==> src/rtl/timer_regs.sv <==
// CPU-facing register block for a timer: bus handshake FSM, CTRL/TERM/STATUS/COUNT
// registers, start/halt trigger pulses and a pending/irq interrupt path.
module timer_regs #(
    parameter logic [31:0] TERM_RESET = 32'h0000_0000
) (
    input  logic        clk,
    input  logic        reset,
    input  logic        bus_req,
    input  logic        bus_we,
    input  logic [3:0]  bus_addr,
    input  logic [31:0] bus_wdata,
    output logic [31:0] bus_rdata,
    output logic        bus_ack,
    output logic        ro_trig_start,
    output logic        ro_trig_halt,
    output logic        ro_mode,
    output logic [31:0] ro_termcount,
    input  logic        rf_status,
    input  logic [31:0] rf_currcount,
    input  logic        rf_int,
    output logic        irq
);

    localparam int unsigned DATA_W = 32;
    localparam int unsigned SEL_W  = 2;

    localparam logic [SEL_W-1:0] SEL_CTRL   = 2'd0;
    localparam logic [SEL_W-1:0] SEL_TERM   = 2'd1;
    localparam logic [SEL_W-1:0] SEL_STATUS = 2'd2;
    localparam logic [SEL_W-1:0] SEL_COUNT  = 2'd3;

    typedef enum logic [1:0] {
        ST_IDLE   = 2'd0,
        ST_ACCESS = 2'd1,
        ST_DONE   = 2'd2
    } state_t;

    state_t state, state_nxt;

    logic              ien;
    logic              pending;
    logic              ien_nxt;
    logic              pending_nxt;
    logic              access;
    logic              ctrl_wr;
    logic              term_wr;
    logic              status_wr;
    logic [SEL_W-1:0]  sel;
    logic [DATA_W-1:0] rdata_mux;

    // Byte-lane bits of the address carry no meaning in this map.
    logic unused_addr_bits;
    assign unused_addr_bits = ^bus_addr[1:0];

    // Bus handshake: one ACCESS cycle per request, then wait for req to drop.
    always_comb begin
        state_nxt = state;
        case (state)
            ST_IDLE:   if (bus_req) state_nxt = ST_ACCESS;
            ST_ACCESS: state_nxt = ST_DONE;
            ST_DONE:   if (!bus_req) state_nxt = ST_IDLE;
            default:   state_nxt = ST_IDLE;
        endcase
    end

    // Register decode, next-state values and read mux.
    always_comb begin
        sel         = bus_addr[3:2];
        access      = (state == ST_ACCESS);
        ctrl_wr     = access && bus_we && (sel == SEL_CTRL);
        term_wr     = access && bus_we && (sel == SEL_TERM);
        status_wr   = access && bus_we && (sel == SEL_STATUS);
        ien_nxt     = ctrl_wr ? bus_wdata[1] : ien;
        // A fresh terminal-count event wins over a simultaneous clear.
        pending_nxt = rf_int | (pending & ~(status_wr & bus_wdata[1]));
        rdata_mux   = '0;
        case (sel)
            SEL_CTRL:   rdata_mux = {30'd0, ien, ro_mode};
            SEL_TERM:   rdata_mux = ro_termcount;
            SEL_STATUS: rdata_mux = {30'd0, pending, rf_status};
            SEL_COUNT:  rdata_mux = rf_currcount;
            default:    rdata_mux = '0;
        endcase
    end

    always_ff @(posedge clk or negedge reset) begin
        if (!reset) begin
            state         <= ST_IDLE;
            bus_ack       <= 1'b0;
            bus_rdata     <= '0;
            ro_trig_start <= 1'b0;
            ro_trig_halt  <= 1'b0;
            ro_mode       <= 1'b0;
            ien           <= 1'b0;
            ro_termcount  <= TERM_RESET;
            pending       <= 1'b0;
            irq           <= 1'b0;
        end else begin
            state         <= state_nxt;
            bus_ack       <= access;
            // Halt takes priority when both trigger bits are written together.
            ro_trig_start <= ctrl_wr && bus_wdata[2] && !bus_wdata[3];
            ro_trig_halt  <= ctrl_wr && bus_wdata[3];
            if (access) begin
                bus_rdata <= bus_we ? '0 : rdata_mux;
            end
            if (ctrl_wr) begin
                ro_mode <= bus_wdata[0];
            end
            ien <= ien_nxt;
            if (term_wr) begin
                ro_termcount <= bus_wdata;
            end
            pending <= pending_nxt;
            irq     <= pending_nxt & ien_nxt;
        end
    end

endmodule

==> config.mk <==
export PLATFORM = sky130hd
export DESIGN_NAME = timer_regs
export DESIGN_NICKNAME = d
export VERILOG_FILES = /design/src/rtl/timer_regs.sv
export SDC_FILE = /design/constraint.sdc
export NUM_CORES = 1
export LEC_CHECK = 0
export CAP_MARGIN = 15
export CELL_PAD_IN_SITES_DETAIL_PLACEMENT = 0
export CELL_PAD_IN_SITES_GLOBAL_PLACEMENT = 1
export CORE_MARGIN = 3
export CORE_UTILIZATION = 28
export CTS_CLUSTER_SIZE = 40
export DETAILED_ROUTE_END_ITERATION = 12
export PLACE_DENSITY_LB_ADDON = 0.1
export SLEW_MARGIN = 10
export SYNTH_ARGS = -nofsm -noshare
export SYNTH_HDL_FRONTEND = slang
export SYNTH_SLANG_ARGS = --single-unit
export TNS_END_PERCENT = 10
==> constraint.sdc <==
create_clock -name clk -period 1.5 [get_ports clk]
set_clock_uncertainty 0.15 [all_clocks]
set_input_delay 0.15 -clock clk [delete_from_list [all_inputs] [get_ports clk]]
set_output_delay 0.15 -clock clk [all_outputs]
set_load 0.01 [all_outputs]
After elaboration in Yosys (flattened, before gate mapping). Cells that the tools add are included. Widths: inputs -> output; s select.

Equality and inequality tests: 7. Multiplexer cells: 6. Bitwise operators: 5. Reductions and logical operators: 11.

Operators with widths (number): $pmux 32 s4 (1); $mux 32 (1); $logic_and 1x1->1 (7); $eq 2x2->1 const B (3); $pmux 2 s3 (1); $eq 2x1->1 const B (2); $logic_not 2->1 (2); $mux 2 (2); $ne 2x2->1 const B (2); $and 1x1->1 (3); $reduce_and 2->1 (1); $logic_not 1->1 (1); $mux 1 (1); $not 1->1 (1); $or 1x1->1 (1).

Register bits: 73. Output and inout bits: 69. Logic and storage cells: 39.

Logic depth before layout (Yosys ltp).
Depth in word-level cells: 8. Mapped depth: 6.

Least setup slack after synthesis. OpenSTA, ideal clock, no wires.

Kind: reg-to-reg. Start: reg state[1]. End: reg ro_termcount[10]. Library setup time: 0.125 ns. Data arrival time: 1.375 ns. Path slack: -0.150 ns. Cell stages (with the launch flop): 5. Period minus slack after synthesis: 1.650 ns. Path through: dfrtp_1 -> nand3b_4 -> nor3b_4 -> buf_6 -> mux2_2.

Cells in the longest elaborated chain, start to end: 3.

RTL lines: from (decl) (RTL line 38) `state_t state, state_nxt;`; from (signal assigned) (RTL line 99) `state <= state_nxt;`; $eq 2x1->1 (RTL line 69) `access = (state == ST_ACCESS);`; $logic_and 1x1->1 (2 in series) (RTL line 71) `term_wr = access && bus_we && (sel == SEL_TERM);`; to (signal assigned) (RTL line 112) `ro_termcount <= bus_wdata;`; to (decl) (RTL line 17) `output logic [31:0] ro_termcount,`.

No other way between the ends. A chain may end at the register's enable or synchronous reset.

Worst setup path in the final report.
Start: reg state[1]. End: reg ro_termcount[1].

The elaborated chain is that of the path after synthesis.

==> run_results.csv <==
group,metric,value,unit
run,cap_viol_max_count,0,
worst_setup_path,startpoint,"state[1]$_DFFE_PN0P_",
timing,rsz0062_at_grt,"true",
logic_synthesis,ys_seq_area_share,59.3,%
global_route,grt_pass1_vias,2661,
clock_tree,clk_pin_slew,0.07,ns
die,rows,37,
timing,max_clock_freq,0.595,GHz
worst_setup_path,crit_path_end,"ro_termcount[1]$_DFFE_PN0P_",
timing,drv_slew,0,
worst_setup_path,r2r_end,"ro_termcount[1]$_DFFE_PN0P_",
worst_setup_path,crit_arrival,1.75,ns
final_layout,nFillCells,1015,
timing,hold_violations,0,
logic_synthesis,synth_top_area_share,59.3,%
global_route,grt_max_degree,74,
die,pin_count,143,
final_layout,postLayoutCoreUtil,47.4,%
routing,vias_per_cell,4.54,
logic_synthesis,syn_area_per_cell,12.6,um2
timing,period_minus_slack,1.68,ns
final_layout,diodes,0,
power_and_ir_drop,ir_drop,0.803,mV
power_and_ir_drop,p_per_area,1600,nW/um2
clock_tree,clock-root-buffer,"clkbuf_8",
worst_setup_path,crit_fanout,15,
logic_synthesis,synth_cell_types,26,
routing,wl_per_cell,16.0,um
die,die-area,12300,um2
final_layout,area_growth_syn_to_layout,61.8,%
logic_synthesis,ys_seq_elements,73,
routing,dr.pass1.iters,4,
routing,vias,2462,
clock_tree,clkLatencyLatePin,0.34,ns
die,die_w,111,um
timing,setup_viol,46,
logic_synthesis,ys_top_cells_by_count,"73 x dfrtp_1, 34 x nand2_1, 33 x mux2_2, 32 x mux2i_1, 29 x o21ai_0",
worst_setup_path,worstSetupStartpointType,"flop",
clock_tree,cts_inserted_buffers,9,
clock_tree,tritoncts,"done",
global_route,overflow,0,
logic_synthesis,yosysWarnings,0,
run_status,outcome,"finished, violations left",
logic_synthesis,ys.flop_type,"dfrtp_1",
global_route,grt_pass1_wl,14200,um
routing,drt-total-wl,8660,um
place,placed_area,4740,um2
logic_synthesis,syn_area,3080,um2
logic_synthesis,yosysTopAreaCell,"dfrtp_1",
global_route,track_usage,14.4,%
timing,tightest_slew,0.400,ns
logic_synthesis,syn_nets,318,
logic_synthesis,ys_top_cells_by_area,"dfrtp_1 59%, mux2_2 12%, mux2i_1 10%",
timing,slew_headroom,73.3,%
logic_synthesis,syn_inst,244,
die,core,10500,um2
routing,ant_nets,0,
worst_setup_path,r2r_cells,5,
clock_tree,cts_sinks,73,
place,globalplace.congestion,0.708,
final_layout,fin_nets,476,
timing,worst_slack,-0.182,ns
worst_setup_path,r2r_slack,-0.18,ns
routing,drt_iter0_drc,54,
final_layout,finalInstanceArea,4980,um2
logic_synthesis,yosysMostFrequentCell,"dfrtp_1",
die,fp.dieH,111,um
die,start_util,29.3,%
timing,worst_hold_slack,0.178,ns
clock_tree,h-tree-depth,3,
power_and_ir_drop,p_leak,2.47,nW
final_layout,drive_above_1_share,19.7,%
clock_tree,cts.path.max_buffers,2,
worst_setup_path,worstSetupEndpointType,"flop",
place,io_buffers,140,
logic_synthesis,async_flop_share,100,%
timing,period_share,112,%
worst_hold_path,min_path_type,"input port to flop",
run_status,violations,"negative setup slack",
global_route,antenna_found_initial,0,
worst_setup_path,r2r-start,"state[1]$_DFFE_PN0P_",
logic_synthesis,synth-edff-count,0,
worst_setup_path,crit_required,1.57,ns
routing,drc_errors,0,
place,hpwl,5990,um
worst_setup_path,worstSetupPathType,"flop to flop",
layout by cell type, fill, tap and decap left out, types with 4 or more instances in the layout:
master	n
dfrtp_1	73
clkbuf_8	9
clkdlybuf4s50_1	69
o21ai_1	15
mux2i_1	32
buf_12	4
dlygate4sd2_1	69
mux2_4	16
mux2_2	17
buf_4	17
o21ai_0	14
nor3_1	4
nand2_1	34
power breakdown:
part | total (mW) | switching [mW] | internal [mW]
combinational | 3.17 | 1.39 | 1.78
clock | 1.49 | 0.738 | 0.750
sequential | 3.31 | 0.518 | 2.79
total | 7.96 | 2.65 | 5.32
state kept, by name, indices dropped and copies added, names as in the netlist:
register,cells
ro_trig_start,1
ro_mode,1
bus_ack,1
irq,1
state,2
ro_termcount,32
pending,1
ro_trig_halt,1
ien,1
bus_rdata,32
layout make-up:
type	count	area [um2]	share of cell area (%)
inverters	3	11.3	0.226
clock inverters	6	60.1	1.21
clock buffers	9	124	2.49
repair buffers	163	1560	31.2
flip-flops and latches	73	1830	36.7
well taps	136	170	3.41
multi-input cells	152	1230	24.8
what timing repair did:
item	4_1_cts	5_1_grt
cloned	1	0
resized for setup	82	25
setup buffers	3	0
endpoints found under the hold margin	73	0
setup endpoints to repair	135	67
hold buffers	1	0
pin swaps	0	1
worst max-delay path, cell delays in order, from the launching register on:
cell and delay, ns:
dfrtp_1 0.38, nand3b_4 0.17, nor3b_4 0.22, buf_4 0.16, buf_12 0.15, mux2_2 0.34
stage by stage:
stage / std cells / total power [mW] / setup TNS, ns / setup slack, ns
after floorplan: 244 / 4.68 / -3.96 / -0.132
after global placement: 522 / 6.92 / -20.12 / -0.426
after CTS: 542 / 8.02 / -6.76 / -0.155
final: 542 / 7.96 / -5.27 / -0.182
after detailed placement: 522 / 6.96 / -21.07 / -0.448
after global routing: 542 / 8.55 / -8.92 / -0.236
logic make-up after synthesis:
logic type / count (synthesis) / synth area share, %
compound gates: 37 / 6.50
simple gates: 50 / 8.37
flops: 73 / 59.3
mux: 65 / 22.5
buf+inv: 19 / 3.37
routing by layer:
metal	track usage (%)	share of wire, %	vias up
li1	-	-	1164
met1	17.5	43	1201
met2	23.8	48	88
met3	5.84	8.0	9
met4	3.69	1.1	0
met5	0	0	-
worst min-delay path by stage:
stage,startpoint,to,slack (ns),cells after the start
final,bus_addr[3],ien$_DFF_PN0_,0.18,4
after global placement,reset,bus_rdata[1]$_DFFE_PN0N_,0.06,2
after floorplan,reset,bus_ack$_DFF_PN0_,-0.30,0
after CTS,bus_addr[3],ien$_DFF_PN0_,0.15,4
after detailed placement,reset,bus_rdata[1]$_DFFE_PN0N_,0.05,2
after global routing,bus_addr[3],ien$_DFF_PN0_,0.18,4
Note: power is estimated with default switching activity, not from simulation.
